`src/rtl/rf_dump_pkg.sv`:
```
// rf_dump_pkg: shared types and constants for the register-file dump reader.
//   NUM_REGS / ADDR_W / DATA_W : register file geometry (32 x 32-bit, 5-bit index)
//   ST_*                       : dump FSM state encodings
//   fifo_entry_t               : one buffered output word {data, index, last, is_csum}
package rf_dump_pkg;

    localparam int NUM_REGS = 32;
    localparam int ADDR_W   = $clog2(NUM_REGS);
    localparam int DATA_W   = 32;

    localparam logic [1:0] ST_IDLE  = 2'd0;
    localparam logic [1:0] ST_READ  = 2'd1;
    localparam logic [1:0] ST_DRAIN = 2'd2;
    localparam logic [1:0] ST_DONE  = 2'd3;

    typedef struct packed {
        logic [DATA_W-1:0] data;
        logic [ADDR_W-1:0] index;
        logic              last;
        logic              is_csum;
    } fifo_entry_t;

endpackage

```
`src/rtl/rf_dump_reader_if.sv`:
```
// rf_dump_reader_if: valid/ready output stream of the dump reader.
//   dout_valid   : word available (master -> slave)
//   dout_ready   : sink accepts word (slave -> master)
//   dout_data    : register value
//   dout_index   : register number of dout_data
//   dout_last    : final word of the dump
//   dout_is_csum : word is the checksum word
interface rf_dump_reader_if;
    import rf_dump_pkg::*;

    logic              dout_valid;
    logic              dout_ready;
    logic [DATA_W-1:0] dout_data;
    logic [ADDR_W-1:0] dout_index;
    logic              dout_last;
    logic              dout_is_csum;

    modport master (
        output dout_valid, dout_data, dout_index, dout_last, dout_is_csum,
        input  dout_ready
    );

    modport slave (
        input  dout_valid, dout_data, dout_index, dout_last, dout_is_csum,
        output dout_ready
    );

endinterface

```
`src/rtl/rf_dump_fifo.sv`:
```
// rf_dump_fifo: synchronous FIFO with a 2-wide push port and a 1-wide pop port.
//   clk, reset            : clock, synchronous active-high reset
//   flush                 : empty the FIFO next cycle
//   push_cnt              : number of entries pushed this cycle (0, 1 or 2)
//   push_data0/push_data1 : entries to push, data0 goes in first
//   pop                   : remove head entry (ignored when empty)
//   head, empty, free     : head entry, empty flag, number of free slots
// DEPTH must be a power of two (pointers wrap by truncation).
module rf_dump_fifo
    import rf_dump_pkg::*;
#(
    parameter int DEPTH = 4
) (
    input  logic                   clk,
    input  logic                   reset,
    input  logic                   flush,
    input  logic [1:0]             push_cnt,
    input  fifo_entry_t            push_data0,
    input  fifo_entry_t            push_data1,
    input  logic                   pop,
    output fifo_entry_t            head,
    output logic                   empty,
    output logic [$clog2(DEPTH):0] free
);

    localparam int PTR_W = $clog2(DEPTH);

    fifo_entry_t      mem [DEPTH];
    logic [PTR_W-1:0] wr_ptr_reg;
    logic [PTR_W-1:0] rd_ptr_reg;
    logic [PTR_W-1:0] wr_ptr1;
    logic [PTR_W:0]   count_reg;
    logic             do_pop;

    assign wr_ptr1 = wr_ptr_reg + PTR_W'(1);
    assign do_pop  = pop && !empty;
    assign empty   = (count_reg == '0);
    assign free    = (PTR_W+1)'(DEPTH) - count_reg;
    assign head    = mem[rd_ptr_reg];

    always_ff @(posedge clk) begin
        if (push_cnt != 2'd0) begin
            mem[wr_ptr_reg] <= push_data0;
        end
        if (push_cnt == 2'd2) begin
            mem[wr_ptr1] <= push_data1;
        end
    end

    always_ff @(posedge clk) begin
        if (reset || flush) begin
            wr_ptr_reg <= '0;
            rd_ptr_reg <= '0;
            count_reg  <= '0;
        end else begin
            wr_ptr_reg <= wr_ptr_reg + PTR_W'(push_cnt);
            rd_ptr_reg <= rd_ptr_reg + PTR_W'(do_pop);
            count_reg  <= count_reg + (PTR_W+1)'(push_cnt) - (PTR_W+1)'(do_pop);
        end
    end

endmodule

```
`src/rtl/rf_dump_reader.sv`:
```
// rf_dump_reader: walks a register range through both RF read ports (two
// registers per cycle), buffers the words and streams them out.
//   clk, reset           : clock, synchronous active-high reset
//   start, abort         : begin dump (IDLE only) / cancel dump and flush
//   first_reg, last_reg  : inclusive register range, sampled with start
//   rd_addr1/2, rd_data1/2 : RF read ports (combinational read data)
//   dout                 : output stream (rf_dump_reader_if.master)
//   busy, done, err      : dump in progress / completion pulse / bad-range pulse
// Optional feature macro RF_DUMP_CHECKSUM_EN: appends an XOR checksum word
// (dout_is_csum=1, dout_index=0, dout_last=1) after the last register word.
module rf_dump_reader
    import rf_dump_pkg::*;
#(
    parameter int FIFO_DEPTH = 4
) (
    input  logic              clk,
    input  logic              reset,
    input  logic              start,
    input  logic              abort,
    input  logic [ADDR_W-1:0] first_reg,
    input  logic [ADDR_W-1:0] last_reg,
    output logic [ADDR_W-1:0] rd_addr1,
    output logic [ADDR_W-1:0] rd_addr2,
    input  logic [DATA_W-1:0] rd_data1,
    input  logic [DATA_W-1:0] rd_data2,
    rf_dump_reader_if.master  dout,
    output logic              busy,
    output logic              done,
    output logic              err
);

    localparam int FREE_W = $clog2(FIFO_DEPTH) + 1;
    // One extra bit so that a range ending at the top register never wraps.
    localparam int PW     = ADDR_W + 1;

`ifdef RF_DUMP_CHECKSUM_EN
    localparam bit LAST_ON_WORD = 1'b0;
`else
    localparam bit LAST_ON_WORD = 1'b1;
`endif

    logic [1:0]        state_reg, state_next;
    logic [PW-1:0]     ptr_reg, ptr_next, end_reg, end_next, ptr_plus1;
    logic [ADDR_W-1:0] addr1_reg, addr2_reg;
    logic              err_reg, err_next;
    logic              covers_end;

    logic [1:0]        push_cnt;
    fifo_entry_t       push0, push1, head;
    logic              fifo_empty;
    logic [FREE_W-1:0] free;

`ifdef RF_DUMP_CHECKSUM_EN
    logic [DATA_W-1:0] csum_reg, csum_next;
    logic              csum_phase_reg, csum_phase_next;
`endif

    assign ptr_plus1 = ptr_reg + PW'(1);

    always_comb begin
        state_next = state_reg;
        ptr_next   = ptr_reg;
        end_next   = end_reg;
        err_next   = 1'b0;
        push_cnt   = 2'd0;
        push0      = '0;
        push1      = '0;
        covers_end = 1'b0;
        rd_addr1   = '0;
        rd_addr2   = '0;
`ifdef RF_DUMP_CHECKSUM_EN
        csum_next       = csum_reg;
        csum_phase_next = csum_phase_reg;
`endif
        case (state_reg)
            ST_IDLE: begin
                if (start && !abort) begin
                    if (first_reg <= last_reg) begin
                        state_next = ST_READ;
                        ptr_next   = {1'b0, first_reg};
                        end_next   = {1'b0, last_reg};
`ifdef RF_DUMP_CHECKSUM_EN
                        csum_next       = '0;
                        csum_phase_next = 1'b0;
`endif
                    end else begin
                        err_next = 1'b1;
                    end
                end
            end
            ST_READ: begin
                // Addresses hold their previous value on a stall cycle.
                rd_addr1 = addr1_reg;
                rd_addr2 = addr2_reg;
`ifdef RF_DUMP_CHECKSUM_EN
                if (csum_phase_reg) begin
                    if (free != '0) begin
                        push_cnt        = 2'd1;
                        push0           = '{data: csum_reg, index: '0, last: 1'b1, is_csum: 1'b1};
                        csum_phase_next = 1'b0;
                        state_next      = ST_DRAIN;
                    end
                end else
`endif
                if (free >= FREE_W'(2) && end_reg > ptr_reg) begin
                    rd_addr1   = ptr_reg[ADDR_W-1:0];
                    rd_addr2   = ptr_plus1[ADDR_W-1:0];
                    push_cnt   = 2'd2;
                    push0      = '{data: rd_data1, index: ptr_reg[ADDR_W-1:0],
                                   last: 1'b0, is_csum: 1'b0};
                    push1      = '{data: rd_data2, index: ptr_plus1[ADDR_W-1:0],
                                   last: LAST_ON_WORD && (ptr_plus1 == end_reg), is_csum: 1'b0};
                    covers_end = (ptr_plus1 == end_reg);
                    ptr_next   = ptr_reg + PW'(2);
`ifdef RF_DUMP_CHECKSUM_EN
                    csum_next  = csum_reg ^ rd_data1 ^ rd_data2;
`endif
                end else if (ptr_reg == end_reg && free != '0) begin
                    rd_addr1   = ptr_reg[ADDR_W-1:0];
                    rd_addr2   = ptr_plus1[ADDR_W-1:0];
                    push_cnt   = 2'd1;
                    push0      = '{data: rd_data1, index: ptr_reg[ADDR_W-1:0],
                                   last: LAST_ON_WORD, is_csum: 1'b0};
                    covers_end = 1'b1;
                    ptr_next   = ptr_plus1;
`ifdef RF_DUMP_CHECKSUM_EN
                    csum_next  = csum_reg ^ rd_data1;
`endif
                end
                if (covers_end) begin
`ifdef RF_DUMP_CHECKSUM_EN
                    csum_phase_next = 1'b1;
`else
                    state_next = ST_DRAIN;
`endif
                end
            end
            ST_DRAIN: begin
                if (fifo_empty) begin
                    state_next = ST_DONE;
                end
            end
            default: begin
                state_next = ST_IDLE;
            end
        endcase
        // Abort overrides any progress made this cycle; the FIFO is flushed.
        if (abort && state_reg != ST_IDLE) begin
            state_next = ST_IDLE;
            push_cnt   = 2'd0;
`ifdef RF_DUMP_CHECKSUM_EN
            csum_phase_next = 1'b0;
`endif
        end
    end

    always_ff @(posedge clk) begin
        if (reset) begin
            state_reg <= ST_IDLE;
            ptr_reg   <= '0;
            end_reg   <= '0;
            addr1_reg <= '0;
            addr2_reg <= '0;
            err_reg   <= 1'b0;
`ifdef RF_DUMP_CHECKSUM_EN
            csum_reg       <= '0;
            csum_phase_reg <= 1'b0;
`endif
        end else begin
            state_reg <= state_next;
            ptr_reg   <= ptr_next;
            end_reg   <= end_next;
            addr1_reg <= rd_addr1;
            addr2_reg <= rd_addr2;
            err_reg   <= err_next;
`ifdef RF_DUMP_CHECKSUM_EN
            csum_reg       <= csum_next;
            csum_phase_reg <= csum_phase_next;
`endif
        end
    end

    rf_dump_fifo #(
        .DEPTH(FIFO_DEPTH)
    ) u_fifo (
        .clk       (clk),
        .reset     (reset),
        .flush     (abort),
        .push_cnt  (push_cnt),
        .push_data0(push0),
        .push_data1(push1),
        .pop       (dout.dout_valid && dout.dout_ready),
        .head      (head),
        .empty     (fifo_empty),
        .free      (free)
    );

    // Stream fields are forced to zero while empty so stale RAM never leaks out.
    assign dout.dout_valid = !fifo_empty;
    assign dout.dout_data  = fifo_empty ? '0 : head.data;
    assign dout.dout_index = fifo_empty ? '0 : head.index;
    assign dout.dout_last  = fifo_empty ? 1'b0 : head.last;
`ifdef RF_DUMP_CHECKSUM_EN
    assign dout.dout_is_csum = fifo_empty ? 1'b0 : head.is_csum;
`else
    logic csum_flag_unused;
    assign csum_flag_unused  = head.is_csum;
    assign dout.dout_is_csum = 1'b0;
`endif

    assign busy = (state_reg != ST_IDLE);
    assign done = (state_reg == ST_DONE);
    assign err  = err_reg;

endmodule

```
`src/flat_wrapper.sv`:
```
// flat-port wrapper written by rule: the top's interface ports become plain ports
module rf_dump_reader_flat import rf_dump_pkg::*;
#(
    parameter int FIFO_DEPTH = 4
)
  (clk, reset, start, abort, first_reg, last_reg, rd_addr1, rd_addr2, rd_data1, rd_data2, busy, done, err, dout_dout_valid, dout_dout_data, dout_dout_index, dout_dout_last, dout_dout_is_csum, dout_dout_ready);
  rf_dump_reader_if dout_i ();
  input  logic clk;
  input  logic reset;
  input  logic start;
  input  logic abort;
  input  logic [ADDR_W-1:0] first_reg;
  input  logic [ADDR_W-1:0] last_reg;
  output logic [ADDR_W-1:0] rd_addr1;
  output logic [ADDR_W-1:0] rd_addr2;
  input  logic [DATA_W-1:0] rd_data1;
  input  logic [DATA_W-1:0] rd_data2;
  output logic busy;
  output logic done;
  output logic err;
  output wire logic [$bits(dout_i.dout_valid)-1:0] dout_dout_valid;
  output wire logic [$bits(dout_i.dout_data)-1:0] dout_dout_data;
  output wire logic [$bits(dout_i.dout_index)-1:0] dout_dout_index;
  output wire logic [$bits(dout_i.dout_last)-1:0] dout_dout_last;
  output wire logic [$bits(dout_i.dout_is_csum)-1:0] dout_dout_is_csum;
  input wire logic [$bits(dout_i.dout_ready)-1:0] dout_dout_ready;
  assign dout_dout_valid = dout_i.dout_valid;
  assign dout_dout_data = dout_i.dout_data;
  assign dout_dout_index = dout_i.dout_index;
  assign dout_dout_last = dout_i.dout_last;
  assign dout_dout_is_csum = dout_i.dout_is_csum;
  assign dout_i.dout_ready = dout_dout_ready;
  rf_dump_reader #(.FIFO_DEPTH(FIFO_DEPTH)) u_core (.clk(clk), .reset(reset), .start(start), .abort(abort), .first_reg(first_reg), .last_reg(last_reg), .rd_addr1(rd_addr1), .rd_addr2(rd_addr2), .rd_data1(rd_data1), .rd_data2(rd_data2), .dout(dout_i), .busy(busy), .done(done), .err(err));
endmodule
```
`config.mk`:
```
export PLATFORM = sky130hd
export DESIGN_NAME = rf_dump_reader_flat
export DESIGN_NICKNAME = d
export VERILOG_FILES = /design/src/rtl/rf_dump_pkg.sv /design/src/rtl/rf_dump_reader_if.sv /design/src/rtl/rf_dump_fifo.sv /design/src/rtl/rf_dump_reader.sv /design/src/flat_wrapper.sv
export SDC_FILE = /design/constraint.sdc
export NUM_CORES = 1
export LEC_CHECK = 0
export ABC_AREA = 1
export CAP_MARGIN = 20
export CORE_MARGIN = 5
export CORE_UTILIZATION = 60
export DETAILED_ROUTE_END_ITERATION = 10
export GPL_TIMING_DRIVEN = 0
export PLACE_DENSITY = 0.86
export REMOVE_ABC_BUFFERS = 1
export SETUP_SLACK_MARGIN = 0.3
export SLEW_MARGIN = 30
export SYNTH_ARGS = -nofsm -noshare
export SYNTH_HDL_FRONTEND = slang
export SYNTH_SLANG_ARGS = --single-unit
```
`constraint.sdc`:
```
create_clock -name clk -period 13.7 [get_ports clk]
set_input_delay 1.37 -clock clk [delete_from_list [all_inputs] [get_ports clk]]
set_output_delay 1.37 -clock clk [all_outputs]
set_load 0.05 [all_outputs]
```
==> results by group, run 1 <==
Global route
  – Total gr overflow: 0
  – Largest net degree at the start of global routing: 77
  – Total GRT Usage: 26.8%
  – Number of global-route vias before repair: 8,701
  – Initial antenna violation count: 0
  – Global-route wire length before repair: 42,000 µm

STA
  – Minimum clock period: 5.27 ns
  – Setup TNS: 0 ns
  – Hold Fails Final Rpt: 0
  – Period Utilization, post-route: 38.5%
  – Clk_skew: 0.0129 ns
  – Pins Over Slew Limit: 0
  – Final Worst Setup Slack: 8.43 ns
  – Final setup vio count: 0
  – RSZ-0062 raised after global routing: false
  – Max Clock Freq: 190 MHz
  – Relative slew slack: 47.8%
  – Worst-Margin Slew: 0.783 ns

Finish
  – Layout cell share with drive strength beyond 1: 7.78%
  – Area of the multi-input gates: 4150 µm²
  – Inserted Diodes: 0
  – Fin cells: 1,569
  – Reg area: 5190 µm²
  – Nets: 1,443
  – Core Util, Final: 74.8%
  – Area growth from synthesis to layout: 22.7%
  – Layout filler cell count: 1,080
  – Max reg flops: 152
  – Final Cell Area: 12,400 µm²

Yosys
  – Synthesized area per cell: 8.10 µm²
  – Mux cell area share after synthesis: 0%
  – Seq/Total Area, Yosys: 51.4%
  – Warnings, synthesis: 0
  – Simple-Gate Fraction of Synth Area: 21.3%
  – Xor/xnor share of the synthesized area: 0.348%
  – Synth top area cells: edfxtp_1, o21ai_0, nand2_1
  – Synth unique cells: 38
  – Synth area leader: edfxtp_1
  – #FFs+latches synth: 183
  – Largest family of logic cells by synthesized area: simple AND/OR/NAND/NOR gates
  – Synth Instances: 1,244
  – Compound-Gate Fraction of Synth Area: 15.4%
  – Synth top area share: 45.3%
  – Post-synthesis adder-cell area fraction: 3.43%
  – Cell Area, Synth: 10,100 µm²

Worst setup path
  – Worst r2r src: u_core.ptr_reg[4]
  – Startpoint types: flop
  – CP endpoint kind: output pin
  – R2R Path End: u_core.u_fifo.mem[1][28]
  – FF-to-FF setup slack: 10.22 ns
  – WP data arrival: 3.90 ns
  – Slowest-stage cell, CP: clkdlybuf4s50_1
  – Crit path kind: flop to output pin
  – Crit path largest cell delay: 0.80 ns
  – CP Max Fanout: 36
  – FF-to-FF path depth: 14
  – Critical path, cell by cell: clkinv_1 -> ha_1 -> inv_2 -> nor2_4 -> nand2_1 -> nor2_1 -> nor2_1 -> nor2_4 -> nand2_2 -> nand2_4 -> inv_4 -> nor2_2 -> inv_1 -> nand2_1 -> clkdlybuf4s50_1
  – Req. time, crit path: 12.33 ns

Worst hold path
  – Hold Path Stages: 2
  – Hold Crit Start: u_core.addr1_reg[3]
  – WHS Endpoint: u_core.addr1_reg[3]
  – Hold Crit Class: flop to flop

Drt
  – Pre-antenna DRT Iters: 5
  – Routed Antenna Nets: 0
  – Final wirelength: 26,500 µm
  – DR WL/cell: 16.9 µm
  – DRC: 0
  – Via density: 5.69
  – Initial DRC count: 992
  – Vias: 8,933

Clocking
  – Root Driver: clkbuf_16
  – CTS Sinks: 183
  – Post CTS Setup Buffer Count: 0
  – Num CTS Buffers: 17
  – H-tree depth: 4
  – CTS tree: done
  – Longest Clk Path Bufs: 2
  – Post-CTS Hold Buffers: 0
  – Cts repair resizes: 0
  – Worst-Skew Late Latency: 0.44 ns
  – Clock transition at path regs: 0.07 ns

Power
  – Sw Ratio: 42.5%
  – Internal power: 1320 µW
  – Logic pwr share: 45.9%
  – Reg power frac: 32.4%
  – Sw Pwr: 980 µW
  – Worst IR Drop VDD: 0.132 mV
  – Static leakage: 0.00478 µW
  – Clock share of power: 21.7%
  – Power per Cell Area: 186 nW/µm²

Floorplan
  – Total core area: 16,500 µm²
  – Die H: 140 µm
  – Row Count: 47
  – Die Footprint: 19,500 µm²
  – I/O pins: 132
  – Initial Utilization: 61.0%
  – Chip Width: 140 µm

Flow run
  – Max_cap viols: 0

Placement
  – Global placer's final weighted congestion: 0.907
  – Placed Cells: 1,538
  – Setup slack at placement: 8.94 ns
  – HPWL reported at the end of detailed placement: 16,400 µm
  – I/O Buffers: 130
  – Placed cell areas: 11,800 µm²

Outcome
  – Outcome: finished clean
layer usage:
layer  vias to the layer above  track usage, %  share of wire, %
met3                        72            6.42                10
met1                      4060            32.4                37
met5                         -               0                 0
li1                       4277               -                 -
met4                         0            12.5               2.7
met2                       524            45.6                50
kinds of logic (layout without fill, tap and decap cells):
family,after synthesis,count (layout)
other,1,1
DFF,183,183
xor gates and xnor gates,4,4
buffers and inverters,207,312
AOI/OAI and AO/OA,306,306
adders and majority gates,27,27
and+or+nand+nor,516,516
power by group through the flow:
stage	sequential (µW)	combinational [µW]	clock (µW)
CTS	746	1050	499
finish	747	1060	500
global route	752	1150	523
global placement	777	958	0
floorplan	761	677	0
detailed placement	757	1040	0
per-stage QoR:
step,power (µW),hold WS (ns)
floorplan,1440,0.435
global placement,1740,0.460
detailed placement,1800,0.466
CTS,2290,0.475
global route,2420,0.506
finish,2300,0.473
area by class of cell:
| class | count | share of cell area, % |
|---|---|---|
| Tap cell | 220 | 2.23 |
| Inverter | 139 | 4.32 |
| Clock buffer | 17 | 3.44 |
| Multi-Input combinational cell | 854 | 33.5 |
| Clock inverter | 14 | 1.40 |
| Sequential cell | 183 | 42.0 |
| Timing Repair Buffer | 142 | 13.1 |
cells in the mapped netlist:
cell type	n
fa_1	1
a21oi_2	1
conb_1	1
nand3_2	1
nor3_1	1
clkinv_1	2
nor2_1	203
buf_2	3
inv_2	7
xnor2_1	3
nor2_4	5
xor2_1	1
ha_1	26
inv_4	1
o211ai_1	2
buf_1	15
nor2_2	33
o21bai_1	1
dfxtp_1	31
or2_2	2
nand4_4	1
a22oi_1	4
nand2_2	1
inv_1	129
a21oi_1	53
nand3_1	14
nand4_1	9
o21ai_0	214
nand2_4	1
clkbuf_1	45
nor4_1	1
buf_4	2
o21a_1	1
buf_6	3
o21ai_1	30
edfxtp_1	152
and2_1	1
nand2_1	243
cell usage in the layout, fill, tap and decap left out, types with 14 or more instances in the layout:
cell | synthesis | final
dfxtp_1 | 31 | 29
nor2_1 | 203 | 203
nor2_2 | 33 | 33
edfxtp_1 | 152 | 152
inv_1 | 129 | 127
a21oi_1 | 53 | 53
clkdlybuf4s50_1 | 0 | 130
clkbuf_16 | 0 | 17
o21ai_0 | 214 | 210
nand3_1 | 14 | 14
nand2_1 | 243 | 242
o21ai_1 | 30 | 30
ha_1 | 26 | 25
worst max-delay path by stage:
stage	start	endpoint	slack [ns]	depth (start not counted)
after floorplan	abort	u_core.u_fifo.mem[1][10]	8.32	7
after global placement	abort	u_core.u_fifo.mem[1][15]	4.12	8
after detailed placement	u_core.ptr_reg[4]	rd_addr1[0]	8.94	15
after CTS	u_core.ptr_reg[4]	rd_addr1[4]	8.46	15
after global routing	u_core.ptr_reg[3]	rd_addr1[4]	8.23	11
final	u_core.ptr_reg[4]	rd_addr1[4]	8.43	15
critical path: cells and delay by family (launching register included):
| kind | cells | cell delay (ns) |
|---|---|---|
| fa+ha+maj | 1 | 0.39 |
| buf+inv | 5 | 1.50 |
| flops | 1 | 0.38 |
| simple gates | 9 | 1.20 |
(Power assumes the default switching activity.)
==> inputs of run 2 (changes only) <==
--- a/config.mk
+++ b/config.mk
@@ -8,10 +8,10 @@
 export ABC_AREA = 1
 export CAP_MARGIN = 20
 export CORE_MARGIN = 5
-export CORE_UTILIZATION = 60
+export CORE_UTILIZATION = 51
 export DETAILED_ROUTE_END_ITERATION = 10
 export GPL_TIMING_DRIVEN = 0
-export PLACE_DENSITY = 0.86
+export PLACE_DENSITY = 0.78
 export REMOVE_ABC_BUFFERS = 1
 export SETUP_SLACK_MARGIN = 0.3
 export SLEW_MARGIN = 30
==> constraint.sdc (replaced) <==
create_clock -name clk -period 4.8 [get_ports clk]
set_input_delay 0.48 -clock clk [delete_from_list [all_inputs] [get_ports clk]]
set_output_delay 0.48 -clock clk [all_outputs]
set_load 0.05 [all_outputs]
==> run 2 against run 1 <==
Compared with the run above:
- non-clock buffer count up 1
- routed wire length down 1.7%
- critical path depth down 5
- power rose to 2.8 times the previous value
- die area up 16%
- combinational power rose to 2.8 times the previous value
- register-to-register slack worse by 8.8 ns
- sequential share of layout area down 0.089 points
- final area up 0.21%
- first-iteration DRC count down 38%
- cell count up 3.0%
- global-route usage down 3.8 points
- largest cell class unchanged
==> results by group, run 2 (synthesized netlist as in run 1, its figures left out) <==
Outcome
  – Outcome: finished clean (unchanged)

STA
  – Clk_skew: 0.0134 ns (was 0.0129 ns)
  – Pins Over Slew Limit: 0 (unchanged)
  – Worst-Margin Slew: 0.756 ns (was 0.783 ns)
  – Minimum clock period: 4.25 ns
  – Period Utilization, post-route: 88.6%
  – Max Clock Freq: 235 MHz
  – Hold Fails Final Rpt: 0 (unchanged)
  – Final Worst Setup Slack: 0.546 ns (was 8.43 ns)
  – RSZ-0062 raised after global routing: false (unchanged)
  – WHS: 0.474 ns (was 0.473 ns)
  – Relative slew slack: 49.6% (was 47.8%)
  – Final setup vio count: 0 (unchanged)

Placement
  – I/O Buffers: 130 (unchanged)
  – Setup slack at placement: 0.924 ns (was 8.94 ns)
  – Placed Cells: 1,584 (was 1,538)
  – Global placer's final weighted congestion: 0.904 (was 0.907)
  – HPWL reported at the end of detailed placement: 16,700 µm (was 16,400 µm)

Finish
  – Layout filler cell count: 1,598 (was 1,080)
  – Most frequent cells in the layout: nand2_1, o21ai_0, nor2_1, edfxtp_1 (was nand2_1, o21ai_0, nor2_1, edfxtp_1, clkdlybuf4s50_1)
  – Commonest non-fill, non-tap cell in the layout: nand2_1 (unchanged)
  – Core Util, Final: 63.7% (was 74.8%)
  – Inserted Diodes: 0 (unchanged)
  – Area growth from synthesis to layout: 23.0% (was 22.7%)
  – Reg area: 5190 µm² (unchanged)
  – Layout cell share with drive strength beyond 1: 7.92% (was 7.78%)
  – Fin cells: 1,616 (was 1,569)
  – Area of the multi-input gates: 4150 µm² (unchanged)
  – Max reg flops: 152 (unchanged)
  – Nets: 1,444 (was 1,443)

Drt
  – Routed Antenna Nets: 0 (unchanged)
  – Final wirelength: 26,100 µm (was 26,500 µm)
  – Pre-antenna DRT Iters: 5 (unchanged)
  – Initial DRC count: 616 (was 992)
  – Vias: 8,673 (was 8,933)
  – Via density: 5.37 (was 5.69)
  – DR WL/cell: 16.1 µm (was 16.9 µm)
  – DRC: 0 (unchanged)

Worst setup path
  – CP endpoint kind: output pin (unchanged)
  – Crit path kind: flop to output pin (unchanged)
  – Crit path from: u_core.ptr_reg[3] (was u_core.ptr_reg[4])
  – WP data arrival: 3.77 ns (was 3.90 ns)
  – Req. time, crit path: 4.32 ns (was 12.33 ns)
  – Startpoint types: flop (unchanged)
  – Worst r2r src: u_core.ptr_reg[3] (was u_core.ptr_reg[4])
  – CP Max Fanout: 36 (unchanged)
  – FF-to-FF setup slack: 1.43 ns (was 10.22 ns)

Power
  – Static leakage: 0.00483 µW (was 0.00478 µW)
  – Worst IR Drop VDD: 0.352 mV (was 0.132 mV)
  – Clock share of power: 20.7% (was 21.7%)
  – Internal power: 3640 µW (was 1320 µW)
  – Logic pwr share: 46.4% (was 45.9%)
  – Tot Pwr: 6470 µW (was 2300 µW)
  – Power per Cell Area: 522 nW/µm² (was 186 nW/µm²)
  – Sw Ratio: 43.7% (was 42.5%)
  – Reg power frac: 32.9% (was 32.4%)
  – Sw Pwr: 2830 µW (was 980 µW)

Global route
  – Number of global-route vias before repair: 8,229 (was 8,701)
  – Met1 usage: 28.6% (was 32.4%)
  – Largest net degree at the start of global routing: 72 (was 77)
  – Initial antenna violation count: 0 (unchanged)
  – Met3 Usage GRT: 4.18% (was 6.42%)
  – Total gr overflow: 0 (unchanged)
  – Global-route wire length before repair: 40,700 µm (was 42,000 µm)
  – Met2 usage: 40.8% (was 45.6%)
  – Total GRT Usage: 23.0% (was 26.8%)
  – Grt peak-use layer: met2 (unchanged)

Clocking
  – Post-CTS Hold Buffers: 0 (unchanged)
  – H-tree depth: 4 (unchanged)
  – Longest Clk Path Bufs: 2 (unchanged)
  – Post CTS Setup Buffer Count: 0 (unchanged)
  – Cts repair resizes: 0 (unchanged)
  – Num CTS Buffers: 17 (unchanged)
  – Clock transition at path regs: 0.08 ns (was 0.07 ns)
  – CTS Sinks: 183 (unchanged)
  – CTS tree: done (unchanged)
  – Root Driver: clkbuf_16 (unchanged)
  – Worst-Skew Late Latency: 0.44 ns (about the same)

Floorplan
  – Chip Width: 151 µm (was 140 µm)
  – Die Footprint: 22,700 µm² (was 19,500 µm²)
  – Total core area: 19,500 µm² (was 16,500 µm²)
  – I/O pins: 132 (unchanged)
  – Initial Utilization: 51.8% (was 61.0%)
  – Row Count: 51 (was 47)
  – Die H: 151 µm (was 140 µm)

Worst hold path
  – Hold Crit Start: u_core.addr1_reg[3] (unchanged)
  – Hold Crit Class: flop to flop (unchanged)

Flow run
  – Max_cap viols: 0 (unchanged)
run 2: changes by cell type in the layout (fill, tap and decap cells not counted):
| cell | before | now |
|---|---|---|
| buf_12 | 1 | 4 |
| clkinv_4 | 1 | 4 |
| clkinvlp_4 | 3 | 1 |
| clkdlybuf4s50_1 | 130 | 127 |
| inv_6 | 3 | 7 |
| dlymetal6s2s_1 | 0 | 3 |
| bufinv_16 | 3 | 0 |
| buf_16 | 11 | 9 |
| inv_8 | 1 | 2 |
| clkinv_2 | 2 | 0 |
run 2: final cells by class:
type | instances | area share (%)
clock inverters | 15 | 1.05
clock buffers | 17 | 3.43
repair buffers | 143 | 13.2
multi-input cells | 854 | 33.5
flip-flops and latches | 183 | 41.9
inverters | 139 | 4.31
well taps | 265 | 2.68
run 2: per-layer routing:
| layer | share of wire, % | up-vias |
|---|---|---|
| met1 | 40 | 4012 |
| met4 | 1.9 | 0 |
| li1 | - | 4276 |
| met3 | 8.2 | 41 |
| met2 | 50 | 344 |
| met5 | 0 | - |
run 2: power groups by stage:
stage                     Clock [µW]  Combinational (µW)  Sequential [µW]
after floorplan                    0                1930             2170
after global placement             0                2770             2220
after detailed placement           0                2990             2160
after CTS                       1340                3000             2130
after global routing            1410                3260             2150
final                           1340                3000             2130
run 2: final timing paths:
path / cells after the start / to
min reg2reg: 2 / u_core.addr1_reg[3]
max reg2reg: 13 / u_core.u_fifo.count_reg[2]
max: 10 / rd_addr2[2]
min: 2 / u_core.addr1_reg[3]
run 2: worst max-delay path, cell delays in order (launching register included):
cell             delay (ns)
dfxtp_1                0.53
inv_1                  0.11
ha_1                   0.31
nand2_1                0.10
nor2_2                 0.21
nand4_1                0.34
nand2_4                0.29
inv_4                  0.29
o21a_1                 0.29
inv_1                  0.06
clkdlybuf4s50_1        0.80
run 2: per-stage QoR:
step / cell area (µm²) / TNS [ns]
finish: 12400 / 0
floorplan: 9790 / -10.57
global route: 12400 / 0
global placement: 11400 / -513.26
CTS: 12400 / 0
detailed placement: 11800 / 0
